--- config.mk ---
export PLATFORM = sky130hd
export DESIGN_NAME = keypad_lock_controller_flat
export DESIGN_NICKNAME = d
export VERILOG_FILES = /design/src/rtl/keypad_lock_pkg.sv /design/src/rtl/keypad_lock_controller_if.sv /design/src/rtl/keypad_lock_controller_timer.sv /design/src/rtl/keypad_lock_controller.sv /design/src/flat_wrapper.sv
export SDC_FILE = /design/constraint.sdc
export NUM_CORES = 1
export LEC_CHECK = 0
export BUFFER_PORTS_ARGS = -buffer_cell sky130_fd_sc_hd__buf_2
export CAP_MARGIN = 20
export CELL_PAD_IN_SITES_DETAIL_PLACEMENT = 1
export CELL_PAD_IN_SITES_GLOBAL_PLACEMENT = 2
export CORE_MARGIN = 2
export CORE_UTILIZATION = 33
export CTS_CLUSTER_DIAMETER = 30
export DETAILED_ROUTE_END_ITERATION = 7
export PLACE_DENSITY = 0.8
export SYNTH_ARGS = -nofsm -noshare
export SYNTH_HDL_FRONTEND = slang
export SYNTH_SLANG_ARGS = --single-unit
--- constraint.sdc ---
create_clock -name clk -period 5.29 [get_ports clk]
set_clock_uncertainty 0.2 [all_clocks]
set_input_delay 1.058 -clock clk [delete_from_list [all_inputs] [get_ports clk]]
set_output_delay 1.058 -clock clk [all_outputs]
set_load 0.01 [all_outputs]
--- src/rtl/keypad_lock_pkg.sv ---
`default_nettype none
// ============================================================================
// Module   : keypad_lock_pkg
// Purpose  : Shared types and constants for the keypad lock controller:
//            FSM state encoding, lock_state output encoding and a small
//            helper used to size the shared timer.
// Ports    : none (package)
// Revision : 1.0 - initial release
// ============================================================================
package keypad_lock_pkg;

  typedef enum logic [1:0] {
    LOCKED   = 2'd0,
    UNLOCKED = 2'd1,
    LOCKOUT  = 2'd2
  } lock_fsm_e;

  localparam logic LOCK_LOCKED   = 1'b0;
  localparam logic LOCK_UNLOCKED = 1'b1;

  function automatic int unsigned max_u(input int unsigned a, input int unsigned b);
    return (a > b) ? a : b;
  endfunction

endpackage
`default_nettype wire

--- src/rtl/keypad_lock_controller_if.sv ---
`default_nettype none
// ============================================================================
// Module   : keypad_lock_controller_if
// Purpose  : Bundles the keypad/remote request signals and the lock status
//            outputs of the keypad lock controller.
// Ports    : master - front end (drives requests, observes status)
//            slave  - controller (observes requests, drives status)
// Revision : 1.0 - initial release
// ============================================================================
interface keypad_lock_controller_if #(
  parameter int CODE_W    = 4,
  parameter int MAX_TRIES = 3
);
  import keypad_lock_pkg::*;

  localparam int FAIL_W = $clog2(MAX_TRIES + 1);

  logic              code_valid;
  logic [CODE_W-1:0] keypad;
  logic [CODE_W-1:0] temp_code;
  logic              temp_code_en;
  logic              remote_unlock;
  logic              remote_lock;
  logic              lock_state;
  logic              lockout;
  logic              alert;
  logic [FAIL_W-1:0] fail_count;

  modport master (
    output code_valid, keypad, temp_code, temp_code_en, remote_unlock, remote_lock,
    input  lock_state, lockout, alert, fail_count
  );

  modport slave (
    input  code_valid, keypad, temp_code, temp_code_en, remote_unlock, remote_lock,
    output lock_state, lockout, alert, fail_count
  );

endinterface
`default_nettype wire

--- src/rtl/keypad_lock_controller_timer.sv ---
`default_nettype none
// ============================================================================
// Module   : lock_timer
// Purpose  : Loadable down-counter shared by the relock and lockout phases.
//            expire is asserted while enabled and the count is 1, i.e. on
//            the final cycle of the loaded interval.
// Ports    : clk, rst_n          - clock, synchronous active-low reset
//            load, load_value    - load request and value (load has priority)
//            enable              - count down while high
//            expire              - interval ends at the coming edge
// Revision : 1.0 - initial release
// ============================================================================
module lock_timer #(
  parameter int WIDTH = 5
) (
  input  logic             clk,
  input  logic             rst_n,
  input  logic             load,
  input  logic [WIDTH-1:0] load_value,
  input  logic             enable,
  output logic             expire
);

  logic [WIDTH-1:0] count;

  always_ff @(posedge clk) begin
    if (!rst_n) begin
      count <= '0;
    end else if (load) begin
      count <= load_value;
    end else if (enable && (count != '0)) begin
      count <= count - 1'b1;
    end
  end

  assign expire = enable && (count == WIDTH'(1));

endmodule
`default_nettype wire

--- src/rtl/keypad_lock_controller.sv ---
`default_nettype none
// ============================================================================
// Module   : keypad_lock_controller
// Purpose  : Keypad lock FSM. Validates entries against a main code and an
//            optional temporary code, counts consecutive failures, enters a
//            timed lockout after MAX_TRIES failures and auto-relocks after
//            RELOCK_CYCLES in the unlocked state.
// Ports    : clk, rst_n - clock, synchronous active-low reset
//            bus        - slave side of keypad_lock_controller_if
//                         (requests in; lock_state/lockout/alert/fail_count out)
// Revision : 1.0 - initial release
// ============================================================================
module keypad_lock_controller
  import keypad_lock_pkg::*;
#(
  parameter int              CODE_W         = 4,
  parameter logic [CODE_W-1:0] MAIN_CODE    = 4'b1010,
  parameter int              MAX_TRIES      = 3,
  parameter int              LOCKOUT_CYCLES = 16,
  parameter int              RELOCK_CYCLES  = 8
) (
  input  logic                    clk,
  input  logic                    rst_n,
  keypad_lock_controller_if.slave bus
);

  localparam int FAIL_W  = $clog2(MAX_TRIES + 1);
  localparam int TIMER_W = $clog2(max_u(LOCKOUT_CYCLES, RELOCK_CYCLES) + 1);

  lock_fsm_e         state;
  logic              lock_state;
  logic              lockout;
  logic              alert;
  logic [FAIL_W-1:0] fail_count;

  logic               match;
  logic [FAIL_W-1:0]  fail_inc;
  logic               unlock_req;
  logic               code_ok;
  logic               code_bad;
  logic               to_unlocked;
  logic               restart;
  logic               to_lockout;
  logic               relock;
  logic               lockout_done;
  logic               timer_load;
  logic [TIMER_W-1:0] timer_value;
  logic               timer_en;
  logic               expire;

  // Decision logic. remote_lock masks everything below it, remote_unlock
  // masks keypad entries, so each decision already reflects the priority.
  always_comb begin
    match        = (bus.keypad == MAIN_CODE) ||
                   (bus.temp_code_en && (bus.keypad == bus.temp_code));
    fail_inc     = fail_count + 1'b1;
    unlock_req   = !bus.remote_lock && bus.remote_unlock;
    code_ok      = !bus.remote_lock && !bus.remote_unlock && bus.code_valid && match;
    code_bad     = !bus.remote_lock && !bus.remote_unlock && bus.code_valid && !match;

    to_unlocked  = ((state == LOCKED) && (unlock_req || code_ok)) ||
                   ((state == LOCKOUT) && unlock_req);
    restart      = (state == UNLOCKED) && (unlock_req || code_ok);
    to_lockout   = (state == LOCKED) && code_bad && (fail_inc == FAIL_W'(MAX_TRIES));
    // Restart beats expiry on the same edge.
    relock       = (state == UNLOCKED) && (bus.remote_lock || (expire && !restart));
    // remote_lock has no effect in lockout, so expiry still proceeds.
    lockout_done = (state == LOCKOUT) && expire && !unlock_req;

    // Early relock by remote loads zero so no stale count is left behind.
    timer_load   = to_unlocked || restart || to_lockout || relock;
    timer_value  = '0;
    if (to_lockout) begin
      timer_value = TIMER_W'(LOCKOUT_CYCLES);
    end else if (to_unlocked || restart) begin
      timer_value = TIMER_W'(RELOCK_CYCLES);
    end
    timer_en     = (state != LOCKED);
  end

  lock_timer #(
    .WIDTH (TIMER_W)
  ) u_lock_timer (
    .clk        (clk),
    .rst_n      (rst_n),
    .load       (timer_load),
    .load_value (timer_value),
    .enable     (timer_en),
    .expire     (expire)
  );

  always_ff @(posedge clk) begin
    if (!rst_n) begin
      state      <= LOCKED;
      lock_state <= LOCK_LOCKED;
      lockout    <= 1'b0;
      alert      <= 1'b0;
      fail_count <= '0;
    end else begin
      alert <= to_lockout;
      if (to_unlocked || restart) begin
        state      <= UNLOCKED;
        lock_state <= LOCK_UNLOCKED;
        lockout    <= 1'b0;
        fail_count <= '0;
      end else if (to_lockout) begin
        state      <= LOCKOUT;
        lock_state <= LOCK_LOCKED;
        lockout    <= 1'b1;
        fail_count <= '0;
      end else if (relock || lockout_done) begin
        state      <= LOCKED;
        lock_state <= LOCK_LOCKED;
        lockout    <= 1'b0;
      end else if ((state == LOCKED) && code_bad) begin
        fail_count <= fail_inc;
      end
    end
  end

  assign bus.lock_state = lock_state;
  assign bus.lockout    = lockout;
  assign bus.alert      = alert;
  assign bus.fail_count = fail_count;

endmodule
`default_nettype wire

--- src/flat_wrapper.sv ---
// flat-port wrapper written by rule: the top's interface ports become plain ports
module keypad_lock_controller_flat import keypad_lock_pkg::*;
#(
  parameter int              CODE_W         = 4,
  parameter logic [CODE_W-1:0] MAIN_CODE    = 4'b1010,
  parameter int              MAX_TRIES      = 3,
  parameter int              LOCKOUT_CYCLES = 16,
  parameter int              RELOCK_CYCLES  = 8
)
  (clk, rst_n, bus_code_valid, bus_keypad, bus_temp_code, bus_temp_code_en, bus_remote_unlock, bus_remote_lock, bus_lock_state, bus_lockout, bus_alert, bus_fail_count);
  keypad_lock_controller_if #(.CODE_W(CODE_W), .MAX_TRIES(MAX_TRIES)) bus_i ();
  input  logic clk;
  input  logic rst_n;
  input wire logic [$bits(bus_i.code_valid)-1:0] bus_code_valid;
  input wire logic [$bits(bus_i.keypad)-1:0] bus_keypad;
  input wire logic [$bits(bus_i.temp_code)-1:0] bus_temp_code;
  input wire logic [$bits(bus_i.temp_code_en)-1:0] bus_temp_code_en;
  input wire logic [$bits(bus_i.remote_unlock)-1:0] bus_remote_unlock;
  input wire logic [$bits(bus_i.remote_lock)-1:0] bus_remote_lock;
  output wire logic [$bits(bus_i.lock_state)-1:0] bus_lock_state;
  output wire logic [$bits(bus_i.lockout)-1:0] bus_lockout;
  output wire logic [$bits(bus_i.alert)-1:0] bus_alert;
  output wire logic [$bits(bus_i.fail_count)-1:0] bus_fail_count;
  assign bus_i.code_valid = bus_code_valid;
  assign bus_i.keypad = bus_keypad;
  assign bus_i.temp_code = bus_temp_code;
  assign bus_i.temp_code_en = bus_temp_code_en;
  assign bus_i.remote_unlock = bus_remote_unlock;
  assign bus_i.remote_lock = bus_remote_lock;
  assign bus_lock_state = bus_i.lock_state;
  assign bus_lockout = bus_i.lockout;
  assign bus_alert = bus_i.alert;
  assign bus_fail_count = bus_i.fail_count;
  keypad_lock_controller #(.CODE_W(CODE_W), .MAIN_CODE(MAIN_CODE), .MAX_TRIES(MAX_TRIES), .LOCKOUT_CYCLES(LOCKOUT_CYCLES), .RELOCK_CYCLES(RELOCK_CYCLES)) u_core (.clk(clk), .rst_n(rst_n), .bus(bus_i));
endmodule
==> key figures, run 1 <==
Critical path
  • Critical path cell sequence: buf_2 -> nand4bb_1 -> and4bb_1 -> o211a_1 -> a311oi_1 -> nor3_2
  • Crit-path slowest cell: a311oi_1
  • Critical Path AT: 2.42 ns
  • Critical path class: input port to register
  • Worst Path Required: 5.24 ns
  • Peak fanout along the critical path: 7
  • Worst path max stage delay: 0.35 ns
  • CP Launch Type: input port
  • Reg2reg path depth: 7
  • CP Capture Type: register

Global routing
  • First-pass GRT wire length: 3310 um
  • Tot GR Track Use: 0.167
  • GRT met1 Usage: 0.204
  • Most used routing layer: met2
  • Antenna violations before repair: 0
  • Total gr overflow: 0
  • Met3 Use GR: 0.0460
  • Vias in the first global route: 718
  • Met2 usage: 0.278
  • Pin count of the biggest net entering global routing: 8

Timing
  • Final Setup Violations: 0
  • Fin. Hold Viols: 0
  • RSZ-0062 raised after global routing: no
  • Setup TNS: 0 ns
  • Max Fclk: 405 MHz
  • Slew Viols, Final: 0
  • Final Cycle Share: 0.467
  • Tightest hold margin: 0.275 ns
  • Slew margin rel.: 0.728
  • Slew @ Worst Pin: 0.407 ns
  • Final Critical Period: 2.47 ns

Place
  • Detailed placement HPWL: 1500 um
  • Routability cong.: 0.785
  • Number of port buffers: 18

Clocking
  • CTS tree: done
  • H-tree lvl count: 1
  • Worst skew pair latency: 0.27 ns
  • Cts hold-fix bufs: 0
  • Post-CTS Resized: 0
  • CTS Buf Count: 3
  • Sink Count: 10
  • Clock transition at the registers of the reported paths: 0.06 ns
  • Clock root cell: clkbuf_4
  • Max Buffers Root-to-Sink: 2
  • Post-CTS setup buffer count: 0

Logic synthesis
  • Synth Area per Inst: 9.37 sq um
  • Post-synth EDFFs: 0
  • Dominant cell by count in the synthesized netlist: dfxtp_1
  • Synth top area cells: dfxtp_1 27%, ha_1 6.7%, xnor2_1 4.7%
  • Post-Syn Instances: 80
  • Synth Flop Type: dfxtp_1
  • Synth Register Bits: 10
  • Async set-reset flop share out of synthesis: 0
  • Synth unique cells: 42
  • Share of the synthesized area in the top cell type: 0.267
  • Post-synth top cells: 10 x dfxtp_1, 6 x inv_1, 5 x nor2_1
  • Post-synthesis sequential area ratio: 0.267
  • Syn nets: 98
  • Cell area after synthesis: 749 sq um
  • Largest area contributor in the netlist: dfxtp_1
  • Ys Warns: 0

Floorplan
  • CORE AREA: 0.00217 sq mm
  • Die width: 51.7 um
  • Num rows: 17
  • Die Area: 0.00267 sq mm
  • Initial Util: 0.345
  • Ports: 19
  • Die H: 51.7 um

Routing
  • Drt wl/cell: 14.5 um
  • DRT Pass-1 Iters: 4
  • Initial detailed-routing violation count: 14
  • Vias per cell: 5.27
  • Via count: 680
  • DRC Markers: 0
  • Post-DRT Antenna Nets: 0
  • Routed wire length: 1870 um

Power
  • LEAKAGE: 0.000362 uW
  • Total power: 205 uW
  • PwrDens: 229 mW/mm^2
  • Peak VDD IR: 0.141 mV

Run status
  • Outcome: finished clean

Layout
  • # fillers: 277
  • Share of cells above drive strength 1: 0.317
  • N_diodes: 0
  • Nets: 121
  • Area grow syn2layout: 19.7%

Min path
  • Worst hold path stage count: 2
  • Hold Path Class: register to register

Job
  • Max Cap Viol: 0
-- cell families after synthesis --
kind of cell,share of synthesized area
xor+xnor,0.0701
buf+inv,0.0300
compound gates,0.277
flops,0.267
simple gates,0.289
fa+ha+maj,0.0668
-- sequential cells by signal (all words and copies together), names as in the netlist --
signal	count
u_core.bus.fail_count	2
u_core.state	2
u_core.bus.alert	1
u_core.u_lock_timer.count	5
-- cell type report --
cell class,count,area [sq um],area share
Sequential cell,10,200,0.223
Multi-Input combinational cell,64,527,0.587
Timing Repair Buffer,18,90.1,0.100
Tap cell,28,35.0,0.0391
Inverter,6,22.5,0.0251
Clock buffer,3,22.5,0.0251
-- worst paths after layout --
path	slack (ns)	to	from
worst min-delay path	0.28	u_core.bus.fail_count[1]	u_core.bus.fail_count[1]
worst min register to register	0.28	u_core.bus.fail_count[1]	u_core.bus.fail_count[1]
worst max-delay path	2.82	u_core.u_lock_timer.count[4]	bus_keypad[2]
worst max register to register	3.23	u_core.u_lock_timer.count[0]	u_core.u_lock_timer.count[1]
-- critical path: cells and delay by family --
kind / cells / cell delay (ns)
buf+inv: 1 / 0.11
compound gates: 2 / 0.57
simple gates: 3 / 0.69
-- per-stage QoR --
| step | util | setup slack [ns] | instance area (sq um) | std cells |
|---|---|---|---|---|
| after floorplan | - | 2.86 | 749 | 80 |
| after global placement | 0.403 | 2.62 | 875 | 126 |
| after detailed placement | 0.403 | 2.51 | 875 | 126 |
| after CTS | 0.413 | 2.81 | 897 | 129 |
| after global routing | 0.413 | 2.71 | 897 | 129 |
| final | 0.413 | 2.82 | 897 | 129 |
-- report_power, final --
| part | switching (uW) | internal (uW) | total (uW) |
|---|---|---|---|
| Combinational | 35.5 | 28.7 | 64.1 |
| Clock | 24.5 | 26.2 | 50.7 |
| Sequential | 8.56 | 81.7 | 90.2 |
| Total | 68.6 | 137 | 205 |
-- per-layer routing --
metal  vias to the layer above  share of wire
li1                        343              -
met1                       320           0.48
met2                        13           0.48
met3                         4          0.030
met4                         0          0.015
met5                         -              0
-- cell usage in the layout (no fill, tap or decap), drive strengths merged --
cell,count
nand3b,2
o211a,1
ha,4
a21boi,2
a2111oi,1
nand2,4
nor3,5
o311ai,1
a311oi,1
xor2,2
clkbuf,3
o21ai,5
nand2b,3
o2111ai,1
inv,6
o21a,2
a21oi,2
o41ai,1
or3b,1
o2bb2ai,1
or4b,1
and3,1
or3,2
nor2,5
nor4,1
a22o,1
xnor2,4
and4bb,1
or4,1
and2,1
a211oi,1
nand3,3
nand4bb,1
dfxtp,10
buf,18
o211ai,2
Power figures use the tool's default switching activity.
==> run 2: changes to the inputs <==
--- a/config.mk
+++ b/config.mk
@@ -10,10 +10,10 @@
 export CELL_PAD_IN_SITES_DETAIL_PLACEMENT = 1
 export CELL_PAD_IN_SITES_GLOBAL_PLACEMENT = 2
 export CORE_MARGIN = 2
-export CORE_UTILIZATION = 33
+export CORE_UTILIZATION = 30
 export CTS_CLUSTER_DIAMETER = 30
 export DETAILED_ROUTE_END_ITERATION = 7
-export PLACE_DENSITY = 0.8
+export PLACE_DENSITY = 0.74
 export SYNTH_ARGS = -nofsm -noshare
 export SYNTH_HDL_FRONTEND = slang
 export SYNTH_SLANG_ARGS = --single-unit
==> constraint.sdc (replaced) <==
create_clock -name clk -period 2.6 [get_ports clk]
set_clock_uncertainty 0.2 [all_clocks]
set_input_delay 0.52 -clock clk [delete_from_list [all_inputs] [get_ports clk]]
set_output_delay 0.52 -clock clk [all_outputs]
set_load 0.01 [all_outputs]
==> run 2 against run 1 <==
  * Die area rose by 9.2%
  * Largest cell class unchanged
  * Routed wire length fell by 5.4%
  * Critical endpoint is now u_core.u_lock_timer.count[2]
  * Clock power rose to 2.8 times the previous value
  * Utilization fell by 3.8 points
  * Combinational power rose by 100%
  * Global-route usage fell by 2.2 points
  * Largest power group unchanged
  * Via count fell by 0.44%
  * First-iteration DRC count fell by 57%
  * Final area rose by 1.8%
==> key figures, run 2 (synthesis gave the netlist of run 1 again) <==
Run status
  • Outcome: finished clean (unchanged)

Timing
  • Final Setup Violations: 0 (unchanged)
  • Fin. Hold Viols: 0 (unchanged)
  • Slew @ Worst Pin: 0.331 ns (was 0.407 ns)
  • Max Fclk: 473 MHz
  • Slew margin rel.: 0.778 (was 0.728)
  • RSZ-0062 raised after global routing: no (unchanged)
  • Final Cycle Share: 0.813
  • Setup TNS: 0 ns (unchanged)
  • Final Critical Period: 2.11 ns
  • Slew Viols, Final: 0 (unchanged)

Layout
  • Area grow syn2layout: 21.9% (was 19.7%)
  • Most common cell after layout, fill and taps aside: buf_2 (unchanged)
  • Nets: 121 (unchanged)
  • N_diodes: 0 (unchanged)
  • Max reg flops: 5 (unchanged)
  • Top flop regs: u_core.u_lock_timer.count: 5 flops, u_core.bus.fail_count: 2 flops, u_core.state: 2 flops (unchanged)
  • Most frequent cells in the layout: 18 x buf_2, 10 x dfxtp_1, 6 x inv_1, 5 x nor2_1 (unchanged)
  • Most flops, register: u_core.u_lock_timer.count (unchanged)
  • Share of cells above drive strength 1: 0.324 (was 0.317)

Power
  • LEAKAGE: 0.000369 uW (was 0.000362 uW)
  • Int Pwr: 310 uW (was 137 uW)
  • Total power: 453 uW (was 205 uW)
  • Clk pwr share: 0.311 (was 0.247)
  • Peak VDD IR: 0.274 mV (was 0.141 mV)
  • Sequential share of power: 0.403 (was 0.440)
  • Combinational Power Share: 0.287 (was 0.313)
  • Switching pwr: 143 uW (was 68.6 uW)
  • Sw frac: 0.316 (was 0.334)
  • PwrDens: 496 mW/mm^2 (was 229 mW/mm^2)

Clocking
  • Cts hold-fix bufs: 0 (unchanged)
  • CTS tree: done (unchanged)
  • Clock transition at the registers of the reported paths: 0.07 ns (was 0.06 ns)
  • Post-CTS Resized: 0 (unchanged)
  • Worst skew pair latency: 0.27 ns (about the same)
  • Post-CTS setup buffer count: 0 (unchanged)
  • H-tree lvl count: 1 (unchanged)
  • Max Buffers Root-to-Sink: 2 (unchanged)
  • CTS Buf Count: 3 (unchanged)
  • Clock root cell: clkbuf_4 (unchanged)
  • Sink Count: 10 (unchanged)

Global routing
  • Total gr overflow: 0 (unchanged)
  • First-pass GRT wire length: 3030 um (was 3310 um)
  • Most used routing layer: met2 (unchanged)
  • Antenna violations before repair: 0 (unchanged)
  • Vias in the first global route: 670 (was 718)
  • Pin count of the biggest net entering global routing: 8 (unchanged)
  • Tot GR Track Use: 0.145 (was 0.167)
  • Met3 Use GR: 0.0583 (was 0.0460)
  • GRT met1 Usage: 0.191 (was 0.204)
  • Met2 usage: 0.224 (was 0.278)

Routing
  • Via count: 677 (was 680)
  • Drt wl/cell: 13.4 um (was 14.5 um)
  • Post-DRT Antenna Nets: 0 (unchanged)
  • Routed wire length: 1770 um (was 1870 um)
  • DRT Pass-1 Iters: 4 (unchanged)
  • Vias per cell: 5.13 (was 5.27)
  • Initial detailed-routing violation count: 6 (was 14)
  • DRC Markers: 0 (unchanged)

Floorplan
  • CORE AREA: 0.00243 sq mm (was 0.00217 sq mm)
  • Die H: 54.0 um (was 51.7 um)
  • Die width: 54.0 um (was 51.7 um)
  • Die Area: 0.00291 sq mm (was 0.00267 sq mm)
  • Num rows: 18 (was 17)
  • Ports: 19 (unchanged)
  • Initial Util: 0.308 (was 0.345)

Min path
  • Hold Crit Start: u_core.bus.fail_count[1] (unchanged)
  • Hold Path End: u_core.bus.fail_count[1] (unchanged)
  • Hold Path Class: register to register (unchanged)
  • Worst hold path stage count: 2 (unchanged)

Critical path
  • Worst Path Buf+Inv: 1 (unchanged)
  • Crit path from: u_core.u_lock_timer.count[1] (was bus_keypad[2])
  • Reg-to-reg slack, setup: 0.49 ns (was 3.23 ns)
  • Top delay family on crit path: compound AO/OA/AOI/OAI gates (was simple AND/OR/NAND/NOR gates)
  • CP Capture Type: register (unchanged)
  • Crit-path slowest cell: or4b_4 (was a311oi_1)
  • Peak fanout along the critical path: 4 (was 7)
  • Worst Path Required: 2.55 ns (was 5.24 ns)
  • Critical path class: register to register (was input port to register)
  • FF-to-FF End: u_core.u_lock_timer.count[2] (was u_core.u_lock_timer.count[0])
  • Critical path cell sequence: inv_1 -> ha_1 -> or4b_4 -> o41ai_4 -> o21ai_2 -> o21ai_4 -> nor3_1 (was buf_2 -> nand4bb_1 -> and4bb_1 -> o211a_1 -> a311oi_1 -> nor3_2)
  • Reg2reg path depth: 7 (unchanged)
  • RR Startpoint: u_core.u_lock_timer.count[1] (unchanged)
  • CP Launch Type: register (was input port)
  • Worst path max stage delay: 0.49 ns (was 0.35 ns)
  • Critical Path AT: 2.06 ns (was 2.42 ns)

Place
  • Number of port buffers: 18 (unchanged)
  • Routability cong.: 0.790 (was 0.785)
  • Detailed placement HPWL: 1400 um (was 1500 um)

Job
  • Max Cap Viol: 0 (unchanged)
run 2: per-layer routing:
layer | vias up | wire (um) | part of all wire
met1 | 323 | 885 | 0.50
met5 | - | 0 | 0
met2 | 8 | 807 | 0.46
met3 | 2 | 57 | 0.032
met4 | 0 | 14 | 0.0079
li1 | 344 | - | -
run 2: through the flow:
step	hold WS [ns]	instances	setup WS, ns	utilization	instance area (sq um)
detailed placement	0.279	128	0.414	0.361	877
global route	0.312	132	0.427	0.376	913
finish	0.280	132	0.487	0.376	913
floorplan	0.290	80	0.706	-	749
CTS	0.288	132	0.489	0.376	913
global placement	0.260	128	0.490	0.361	877
run 2: worst reg2reg max path, stage by stage, from the launching register on:
cell     delay (ns)
dfxtp_1        0.34
inv_1          0.11
ha_1           0.15
or4b_4         0.49
o41ai_4        0.25
o21ai_2        0.15
o21ai_4        0.21
nor3_1         0.09
run 2: area by class of cell:
type                    count  area (sq um)
fillers                   300          1520
multi-input cells          64           527
flip-flops and latches     10           200
repair buffers             18          90.1
well taps                  30          37.5
clock buffers               4          36.3
inverters                   6          22.5
run 2: worst max path at each step:
stage	endpoint	slack, ns	cells after the start
6_report	u_core.u_lock_timer.count[2]	0.49	7
5_1_grt	u_core.u_lock_timer.count[2]	0.43	7
4_1_cts	u_core.u_lock_timer.count[2]	0.49	7
3_5_place_dp	u_core.u_lock_timer.count[4]	0.41	6
3_3_place_gp	u_core.u_lock_timer.count[4]	0.49	6
2_1_floorplan	u_core.u_lock_timer.count[4]	0.71	5
run 2: power groups by stage:
stage	registers, uW	clock network, uW	logic [uW]
3_3_place_gp	185	0	128
6_report	182	141	130
3_5_place_dp	186	0	131
2_1_floorplan	183	0	92.6
5_1_grt	184	155	146
4_1_cts	182	147	131
==> run 3: changes to the inputs <==
==> constraint.sdc (replaced) <==
create_clock -name clk -period 2.1 [get_ports clk]
set_clock_uncertainty 0.2 [all_clocks]
set_input_delay 0.42 -clock clk [delete_from_list [all_inputs] [get_ports clk]]
set_output_delay 0.42 -clock clk [all_outputs]
set_load 0.01 [all_outputs]
==> run 3 against run 2 <==
  * Final area up 3.7%
  * Routed wire length up 2.2%
  * Via count increased by 0.89%
  * Sequential share of layout area fell by 0.52 points
  * Hold slack worse by 0.028 ns
  * Die area unchanged
  * Register-to-register slack worse by 0.43 ns
  * Utilization is 1.4 points higher
  * Maximum frequency up 3.3%
  * Clock-buffer cell count is 1 lower
==> key figures, run 3 (synthesis gave the netlist of run 1 again) <==
Floorplan
  • Die H: 54.0 um (unchanged)
  • Ports: 19 (unchanged)
  • Initial Util: 0.308 (unchanged)
  • Die width: 54.0 um (unchanged)
  • CORE AREA: 0.00243 sq mm (unchanged)
  • Die Area: 0.00291 sq mm (unchanged)
  • Num rows: 18 (unchanged)

Layout
  • Nets: 127 (was 121)
  • Most flops, register: u_core.u_lock_timer.count (unchanged)
  • Area of the multi-input gates: 527 sq um (unchanged)
  • Reg area: 203 sq um (was 200 sq um)
  • Most common cell after layout, fill and taps aside: buf_2 (unchanged)
  • Most frequent cells in the layout: 18 x buf_2, 8 x dfxtp_1, 6 x buf_4, 5 x inv_1, 5 x nor2_1 (was 18 x buf_2, 10 x dfxtp_1, 6 x inv_1, 5 x nor2_1)
  • # fillers: 302 (was 300)
  • Max reg flops: 5 (unchanged)
  • N_diodes: 0 (unchanged)
  • Share of cells above drive strength 1: 0.383 (was 0.324)
  • Post-Route Utilization: 0.389 (was 0.376)
  • Top flop regs: u_core.u_lock_timer.count: 5 flops, u_core.bus.fail_count: 2 flops, u_core.state: 2 flops (unchanged)
  • Area grow syn2layout: 26.4% (was 21.9%)
  • Fin cells: 137 (was 132)

Clocking
  • CTS tree: done (unchanged)
  • Clock root cell: clkbuf_4 (unchanged)
  • H-tree lvl count: 1 (unchanged)
  • Sink Count: 10 (unchanged)
  • Max Buffers Root-to-Sink: 2 (unchanged)
  • Clock transition at the registers of the reported paths: 0.06 ns (was 0.07 ns)
  • CTS Buf Count: 3 (unchanged)
  • Worst skew pair latency: 0.27 ns (about the same)

Critical path
  • Top delay family on crit path: compound AO/OA/AOI/OAI gates (unchanged)
  • RR Startpoint: u_core.u_lock_timer.count[1] (unchanged)
  • CP Capture Type: register (unchanged)
  • Crit-path slowest cell: or4b_4 (unchanged)
  • FF-to-FF End: u_core.u_lock_timer.count[0] (was u_core.u_lock_timer.count[2])
  • Worst Path Required: 2.04 ns (was 2.55 ns)
  • Critical Path AT: 1.98 ns (was 2.06 ns)
  • Critical path cell sequence: inv_2 -> ha_1 -> or4b_4 -> o41ai_4 -> o21ai_2 -> o21ai_4 -> nor3_1 (was inv_1 -> ha_1 -> or4b_4 -> o41ai_4 -> o21ai_2 -> o21ai_4 -> nor3_1)
  • Worst Path Buf+Inv: 1 (unchanged)
  • Crit path from: u_core.u_lock_timer.count[1] (unchanged)
  • Reg-to-reg slack, setup: 0.05 ns (was 0.49 ns)
  • Critical path class: register to register (unchanged)
  • Peak fanout along the critical path: 4 (unchanged)
  • CP Launch Type: register (unchanged)
  • Worst path max stage delay: 0.49 ns (about the same)
  • Reg2reg path depth: 7 (unchanged)

Timing
  • RSZ-0062 raised after global routing: yes (was no)
  • Slew margin rel.: 0.774 (was 0.778)
  • Fin. Hold Viols: 0 (unchanged)
  • Tightest hold margin: 0.252 ns (was 0.280 ns)
  • Final Cycle Share: 0.974 (was 0.813)
  • Final Critical Period: 2.05 ns (was 2.11 ns)
  • Slew Viols, Final: 0 (unchanged)
  • Max Fclk: 489 MHz (was 473 MHz)
  • Setup TNS: 0 ns (unchanged)
  • Slew @ Worst Pin: 0.334 ns (was 0.331 ns)
  • Final Setup Violations: 0 (unchanged)

Routing
  • DRT Pass-1 Iters: 4 (unchanged)
  • Via count: 683 (was 677)
  • Routed wire length: 1800 um (was 1770 um)
  • Vias per cell: 4.99 (was 5.13)
  • Drt wl/cell: 13.2 um (was 13.4 um)
  • Initial detailed-routing violation count: 12 (was 6)
  • DRC Markers: 0 (unchanged)
  • Post-DRT Antenna Nets: 0 (unchanged)

Min path
  • Hold Path Class: input port to register (was register to register)
  • Worst hold path stage count: 3 (was 2)
  • Hold Path End: u_core.state[0] (was u_core.bus.fail_count[1])
  • Hold Crit Start: rst_n (was u_core.bus.fail_count[1])

Power
  • Total power: 527 uW (was 453 uW)
  • PwrDens: 557 mW/mm^2 (was 496 mW/mm^2)
  • LEAKAGE: 0.000394 uW (was 0.000369 uW)
  • Peak VDD IR: 0.310 mV (was 0.274 mV)

Run status
  • Outcome: finished clean (unchanged)

Job
  • Max Cap Viol: 0 (unchanged)

Place
  • Detailed placement HPWL: 1490 um (was 1400 um)
  • Placed Cells incl. Taps: 133 (was 128)
  • Number of port buffers: 18 (unchanged)
  • Routability cong.: 0.744 (was 0.790)

Global routing
  • Pin count of the biggest net entering global routing: 7 (was 8)
  • Total gr overflow: 0 (unchanged)
  • Vias in the first global route: 705 (was 670)
  • Tot GR Track Use: 0.149 (was 0.145)
  • First-pass GRT wire length: 3110 um (was 3030 um)
  • Antenna violations before repair: 0 (unchanged)
-- run 3: cell types whose count changed in the layout (fill, tap and decap cells not counted), sizes merged --
cell,previous run,this run
clkbuf,4,3
buf,18,24
-- run 3: routing by layer --
layer / GRT usage / up-vias / wire, um
li1: - / 359 / -
met2: 0.240 / 8 / 842
met4: 0.0250 / 0 / 0
met3: 0.0583 / 0 / 61
met1: 0.189 / 316 / 899
met5: 0 / - / 0
-- run 3: where the power goes --
part | switching, uW | internal, uW | total [uW] | leakage, uW
Clock | 64.8 | 66.1 | 131 | 0.0000138
Combinational | 92.0 | 80.4 | 172 | 0.000298
Sequential | 17.2 | 207 | 224 | 0.0000822
-- run 3: timing repair --
action | in CTS | in global routing
setup buffers | 0 | 1
hold buffers | 0 | 0
gates resized for setup | 0 | 3
setup endpoints to repair | 0 | 6
-- run 3: final cells by class --
type,count,area share
inverters,6,0.0238
flip-flops and latches,10,0.214
repair buffers,24,0.143
well taps,30,0.0396
multi-input cells,64,0.556
clock buffers,3,0.0238
-- run 3: through the flow --
step                      instance area (sq um)  setup slack, ns
after global routing                        947          -0.0298
after CTS                                   937           0.0151
after floorplan                             749            0.219
after detailed placement                    915           0.0470
final                                       947           0.0544
after global placement                      915           0.0335
-- run 3: how the worst max path moves through the flow --
stage | end | slack [ns] | depth (start not counted)
2_1_floorplan | u_core.u_lock_timer.count[0] | 0.22 | 7
3_3_place_gp | u_core.u_lock_timer.count[0] | 0.03 | 6
3_5_place_dp | u_core.u_lock_timer.count[0] | 0.05 | 7
4_1_cts | u_core.u_lock_timer.count[0] | 0.02 | 7
5_1_grt | u_core.u_lock_timer.count[0] | -0.03 | 7
6_report | u_core.u_lock_timer.count[0] | 0.05 | 7
-- run 3: tightest hold or removal path, cell delays in order --
cell     delay [ns]
buf_2          0.13
inv_1          0.08
a21oi_1        0.04
